`config.mk`:
```
export PLATFORM = sky130hd
export DESIGN_NAME = adc_config_sequencer
export DESIGN_NICKNAME = d
export VERILOG_FILES = /design/src/rtl/adc_config_sequencer.sv
export SDC_FILE = /design/constraint.sdc
export NUM_CORES = 1
export LEC_CHECK = 0
export CAP_MARGIN = 40
export CELL_PAD_IN_SITES_DETAIL_PLACEMENT = 0
export CELL_PAD_IN_SITES_GLOBAL_PLACEMENT = 1
export CORE_UTILIZATION = 46
export CTS_BUF_LIST = sky130_fd_sc_hd__clkbuf_8
export DETAILED_ROUTE_END_ITERATION = 10
export PLACE_DENSITY_LB_ADDON = 0.1
export REMOVE_ABC_BUFFERS = 1
export SLEW_MARGIN = 10
export SYNTH_ARGS = -nofsm -noshare
export SYNTH_HDL_FRONTEND = slang
export SYNTH_SLANG_ARGS = --single-unit
```
`constraint.sdc`:
```
create_clock -name clk -period 2.7 [get_ports clk]
set_input_delay 0.405 -clock clk [delete_from_list [all_inputs] [get_ports clk]]
set_output_delay 0.405 -clock clk [all_outputs]
set_load 0.01 [all_outputs]
```
`src/rtl/adc_config_sequencer.sv`:
```
// Arbitrates init / DES-enable / DES-disable requests into single start pulses for the ADC serial controller.
// Optional: define ADC_SEQ_RESTORE_DES_EN to re-apply DES automatically after a successful init.
module adc_config_sequencer #(
    parameter int POR_DELAY     = 1024,
    parameter int START_TIMEOUT = 8,
    parameter int XFER_TIMEOUT  = 4096
) (
    input  logic clk,
    input  logic rst,
    input  logic req_init,
    input  logic req_des_en,
    input  logic req_des_dis,
    input  logic adc_select,
    output logic init,
    output logic des_enable,
    output logic des_disable,
    output logic busy,
    output logic done,
    output logic des_active,
    output logic err_timeout
);

    localparam int TMAX = (START_TIMEOUT > XFER_TIMEOUT) ? START_TIMEOUT : XFER_TIMEOUT;
    localparam int TW   = $clog2(TMAX + 1);
    localparam int PW   = $clog2(POR_DELAY + 1);

    localparam logic [TW-1:0] START_LAST = TW'(START_TIMEOUT - 1);
    localparam logic [TW-1:0] XFER_LAST  = TW'(XFER_TIMEOUT - 1);
    localparam logic [PW-1:0] POR_LAST   = PW'(POR_DELAY - 1);

    typedef enum logic [2:0] {
        S_POR_WAIT,
        S_IDLE,
        S_ISSUE,
        S_WAIT_START,
        S_WAIT_DONE,
        S_DONE
    } state_t;

    typedef enum logic [1:0] {
        CMD_INIT,
        CMD_EN,
        CMD_DIS
    } cmd_t;

    state_t          state;
    cmd_t            cmd;
    logic            p_init, p_en, p_dis;
    logic [PW-1:0]   por_cnt;
    logic [TW-1:0]   tmo_cnt;
    logic            restore_en;

`ifdef ADC_SEQ_RESTORE_DES_EN
    assign restore_en = (state == S_DONE) && (cmd == CMD_INIT) && des_active;
`else
    assign restore_en = 1'b0;
`endif

    always_ff @(posedge clk) begin
        if (rst) begin
            state       <= S_POR_WAIT;
            cmd         <= CMD_INIT;
            p_init      <= 1'b1;
            p_en        <= 1'b0;
            p_dis       <= 1'b0;
            por_cnt     <= '0;
            tmo_cnt     <= '0;
            init        <= 1'b0;
            des_enable  <= 1'b0;
            des_disable <= 1'b0;
            busy        <= 1'b1;
            done        <= 1'b0;
            des_active  <= 1'b0;
            err_timeout <= 1'b0;
        end else begin
            // NOTE: pulse outputs default low every cycle; the state case below raises at most one of them.
            init        <= 1'b0;
            des_enable  <= 1'b0;
            des_disable <= 1'b0;
            done        <= 1'b0;

            case (state)
                S_POR_WAIT: begin
                    if (por_cnt == POR_LAST) begin
                        state <= S_IDLE;
                        busy  <= 1'b0;
                    end else begin
                        por_cnt <= por_cnt + 1'b1;
                    end
                end
                S_IDLE: begin
                    if (p_init) begin
                        cmd    <= CMD_INIT;
                        p_init <= 1'b0;
                        state  <= S_ISSUE;
                        busy   <= 1'b1;
                    end else if (p_dis) begin
                        cmd   <= CMD_DIS;
                        p_dis <= 1'b0;
                        state <= S_ISSUE;
                        busy  <= 1'b1;
                    end else if (p_en) begin
                        cmd   <= CMD_EN;
                        p_en  <= 1'b0;
                        state <= S_ISSUE;
                        busy  <= 1'b1;
                    end
                end
                S_ISSUE: begin
                    init        <= (cmd == CMD_INIT);
                    des_enable  <= (cmd == CMD_EN);
                    des_disable <= (cmd == CMD_DIS);
                    tmo_cnt     <= '0;
                    state       <= S_WAIT_START;
                end
                S_WAIT_START: begin
                    if (!adc_select) begin
                        tmo_cnt <= '0;
                        state   <= S_WAIT_DONE;
                    end else if (tmo_cnt == START_LAST) begin
                        err_timeout <= 1'b1;
                        state       <= S_IDLE;
                        busy        <= 1'b0;
                    end else begin
                        tmo_cnt <= tmo_cnt + 1'b1;
                    end
                end
                S_WAIT_DONE: begin
                    if (adc_select) begin
                        state <= S_DONE;
                    end else if (tmo_cnt == XFER_LAST) begin
                        err_timeout <= 1'b1;
                        state       <= S_IDLE;
                        busy        <= 1'b0;
                    end else begin
                        tmo_cnt <= tmo_cnt + 1'b1;
                    end
                end
                S_DONE: begin
                    done       <= 1'b1;
                    des_active <= (cmd == CMD_EN);
                    state      <= S_IDLE;
                    busy       <= 1'b0;
                end
                default: begin
                    state <= S_POR_WAIT;
                    busy  <= 1'b1;
                end
            endcase

            // Requests are applied after the grant so a request in the grant cycle re-arms its flag.
            if (req_init) p_init <= 1'b1;
            if (req_des_dis) begin
                p_dis <= 1'b1;
                p_en  <= 1'b0;
            end else if (req_des_en || restore_en) begin
                p_en  <= 1'b1;
                p_dis <= 1'b0;
            end
        end
    end

endmodule

```
==> impl_metrics.py <==
metrics = {
    "status": {
        "outcome": "completed",
    },
    "grt": {
        "grt_pass1_wl_um": 7520,
        "grt_use_total": 0.220,
        "grt_max_degree": 32,
        "grt_overflow_total": 0,
        "antenna_found_initial": 0,
        "first_global_vias": 1575,
    },
    "sta": {
        "worstMarginPinSlew_ps": 621,
        "fin_tns_setup_ps": 0,
        "fmax_ghz": 0.446,
        "relSlewSlack": 0.585,
        "final-setup-viol-count": 0,
        "rsz0062_at_grt": "false",
        "holdWs_ps": 443,
        "finalMaxSlewViolations": 0,
        "hold_violations": 0,
        "post-route-min-period_ps": 2240,
        "fin_crit_sh": 0.830,
        "clock_skew_ps": 7.05,
    },
    "clock_tree": {
        "cts_root_buf": "clkbuf_8",
        "numCtsBuffers": 5,
        "clk_latency_ps": 290,
        "cts_resized": 0,
        "cts_buffer_depth": 2,
        "htree_levels": 2,
        "post_cts_buffers": 0,
        "cts.sinks": 39,
        "hold_buffers": 0,
        "cts_tree": "done",
        "clkTransAtPathRegs_ps": 80,
    },
    "logic_synthesis": {
        "yosysTopAreaCell": "dfxtp_1",
        "synth-async-reset-ratio": 0,
        "yosys.cell_types.count": 50,
        "ys_seq_area_frac": 0.385,
        "yosys_warnings": 0,
        "synth_edf_count": 0,
        "synth_area_leaders": "dfxtp_1 (38%), nor2_1 (6.7%), a21oi_1 (4.9%), xnor2_1 (3.9%), nand2_1 (3.5%)",
        "yosysTopAreaCellShare": 0.385,
        "syn_inst": 248,
        "synthFlopType": "dfxtp_1",
        "synth_area_mm2": 0.00203,
        "avgSynthCellArea_um2": 8.18,
        "synth.ff_latch_count": 39,
    },
    "cells_and_area": {
        "fillCellCount": 415,
        "stdcell_area_mm2": 0.00226,
        "nNetsFinal": 265,
        "regArea_um2": 781,
        "multi_input_area_mm2": 0.00118,
        "diodes": 0,
        "area_growth_pct": 11.6,
        "drive_above_1_share": 0.0775,
    },
    "setup_path": {
        "critical_path_arrival_ps": 2440,
        "critPathMaxStageDelay_ps": 580,
        "crit_buf_inv": 0,
        "cp_cell_sequence": "or4_4 > nor4_4 > o22ai_2 > or4_1 > and3b_1",
        "cpLargestDelayFamily": "simple AND/OR/NAND/NOR gates",
        "cp.required_ps": 2900,
        "reg2reg_depth": 5,
        "r2r_slack_ps": 460,
        "cp_max_fo": 7,
        "endpoint_kind": "register",
        "critical_path_class": "register to register",
        "timing.rr.end": "state[0]$_SDFFE_PP0P_",
        "r2r-start": "tmo_cnt[3]$_SDFFE_PP0P_",
        "start_kind": "register",
        "cpMaxStageDelayCell": "or4_4",
    },
    "floorplan": {
        "die_area_mm2": 0.00468,
        "io_pins": 13,
        "num_rows": 23,
        "die_h_um": 68.4,
        "start_util": 0.493,
        "die_w_um": 68.4,
        "coreArea_mm2": 0.00412,
    },
    "power": {
        "p_leak_nw": 0.765,
        "p_per_area_mw_per_mm2": 586,
        "ir_drop_v": 0.000257,
    },
    "drt": {
        "vias_per_cell": 5.86,
        "route.vias.total": 1804,
        "wl_per_cell_um": 14.8,
        "first_pass_iters": 5,
        "postRouteAntennaNets": 0,
        "drt_iter0_drc": 152,
        "wirelength_um": 4560,
        "drc": 0,
    },
    "worst_hold_path": {
        "min-delay-start": "err_timeout$_SDFFE_PP0P_",
        "hold_path_class": "register to register",
        "min_path_cells": 2,
        "whs_endpoint": "err_timeout$_SDFFE_PP0P_",
    },
    "run": {
        "maxCapViolCount": 0,
    },
    "place": {
        "gp_congestion": 0.840,
        "dpl_cell_area_mm2": 0.00218,
        "hpwl_um": 3180,
        "port_buffers": 12,
    },
}
## layer usage
metal,GRT usage,wire [um],up-vias
met5,0,0,-
met4,0.0807,65,0
met3,0.0633,257,6
met2,0.289,1860,40
met1,0.328,2370,839
li1,-,-,919
## cells in the final DEF (no fill, tap or decap), types with 5 or more instances in the layout
master           count
dfxtp_1             39
nand3_1             11
clkbuf_8             5
a21oi_1             20
o21ai_0              6
inv_1                6
nand2_1             19
nor4_1               5
clkdlybuf4s50_1     12
nand4_1              6
xnor2_1              9
nor2_1              36
nor3_1               9
nand2b_1             6
nor3b_1              5
## registers in the layout, summed over array words and instances, names as in the netlist, 2 cells and up
name	cells
cmd	2
por_cnt	11
state	3
tmo_cnt	13
## area by class of cell
type | instances | area share
timing repair buffer | 14 | 0.0597
inverter | 5 | 0.00829
clock inverter | 3 | 0.00718
clock buffer | 5 | 0.0304
multi-input combinational | 192 | 0.522
sequential | 39 | 0.345
tap | 50 | 0.0276
## per-stage QoR
stage,total power [mW],util,instances,worst slack [ps]
global placement,0.951,0.530,300,323
floorplan,0.863,-,236,541
detailed placement,0.953,0.530,300,255
CTS,1.34,0.550,308,468
global route,1.40,0.550,308,344
finish,1.33,0.550,308,460
## cells by family (layout without fill, tap and decap cells)
kind of cell    count (synthesis)  after routing  synth area share
simple gates                  126            126             0.342
compound gates                 51             51             0.170
mux                             4              4            0.0197
xor+xnor                        9              9            0.0388
fa+ha+maj                       2              2            0.0123
buf+inv                        17             27            0.0327
flops                          39             39             0.385
## worst max-delay path by stage
stage | startpoint | to | depth (start not counted)
final | tmo_cnt[3]$_SDFFE_PP0P_ | state[0]$_SDFFE_PP0P_ | 5
after global routing | tmo_cnt[0]$_SDFFE_PP0P_ | state[0]$_SDFFE_PP0P_ | 6
after CTS | tmo_cnt[3]$_SDFFE_PP0P_ | state[0]$_SDFFE_PP0P_ | 5
after detailed placement | adc_select | tmo_cnt[3]$_SDFFE_PP0P_ | 6
after global placement | adc_select | tmo_cnt[3]$_SDFFE_PP0P_ | 6
after floorplan | por_cnt[0]$_SDFFE_PP0P_ | por_cnt[0]$_SDFFE_PP0P_ | 6
## worst register-to-register path: stages (launching register included)
cell     delay (ps)
dfxtp_1         370
or4_4           580
nor4_4          320
o22ai_2         210
or4_1           490
and3b_1         180
## cells in the mapped netlist, drive strengths merged, types with 4 or more instances
cell type and n:
or3 4, nor3b 5, nor2 36, xnor2 9
dfxtp 39, o31ai 4, o21ai 6, nand2b 6
inv 5, a21oi 20, nor3 9, nor4 7
nand2 19, clkbuf 9, mux2i 4, or4 5
nand3 11, nor2b 4, nand4 6
## power breakdown
part           internal (mW)  total (mW)  switching [mW]
Sequential             0.611       0.673          0.0616
Clock                  0.177       0.387           0.210
Combinational          0.118       0.267           0.148
Total                  0.907        1.33           0.420
(Power assumes the default switching activity.)
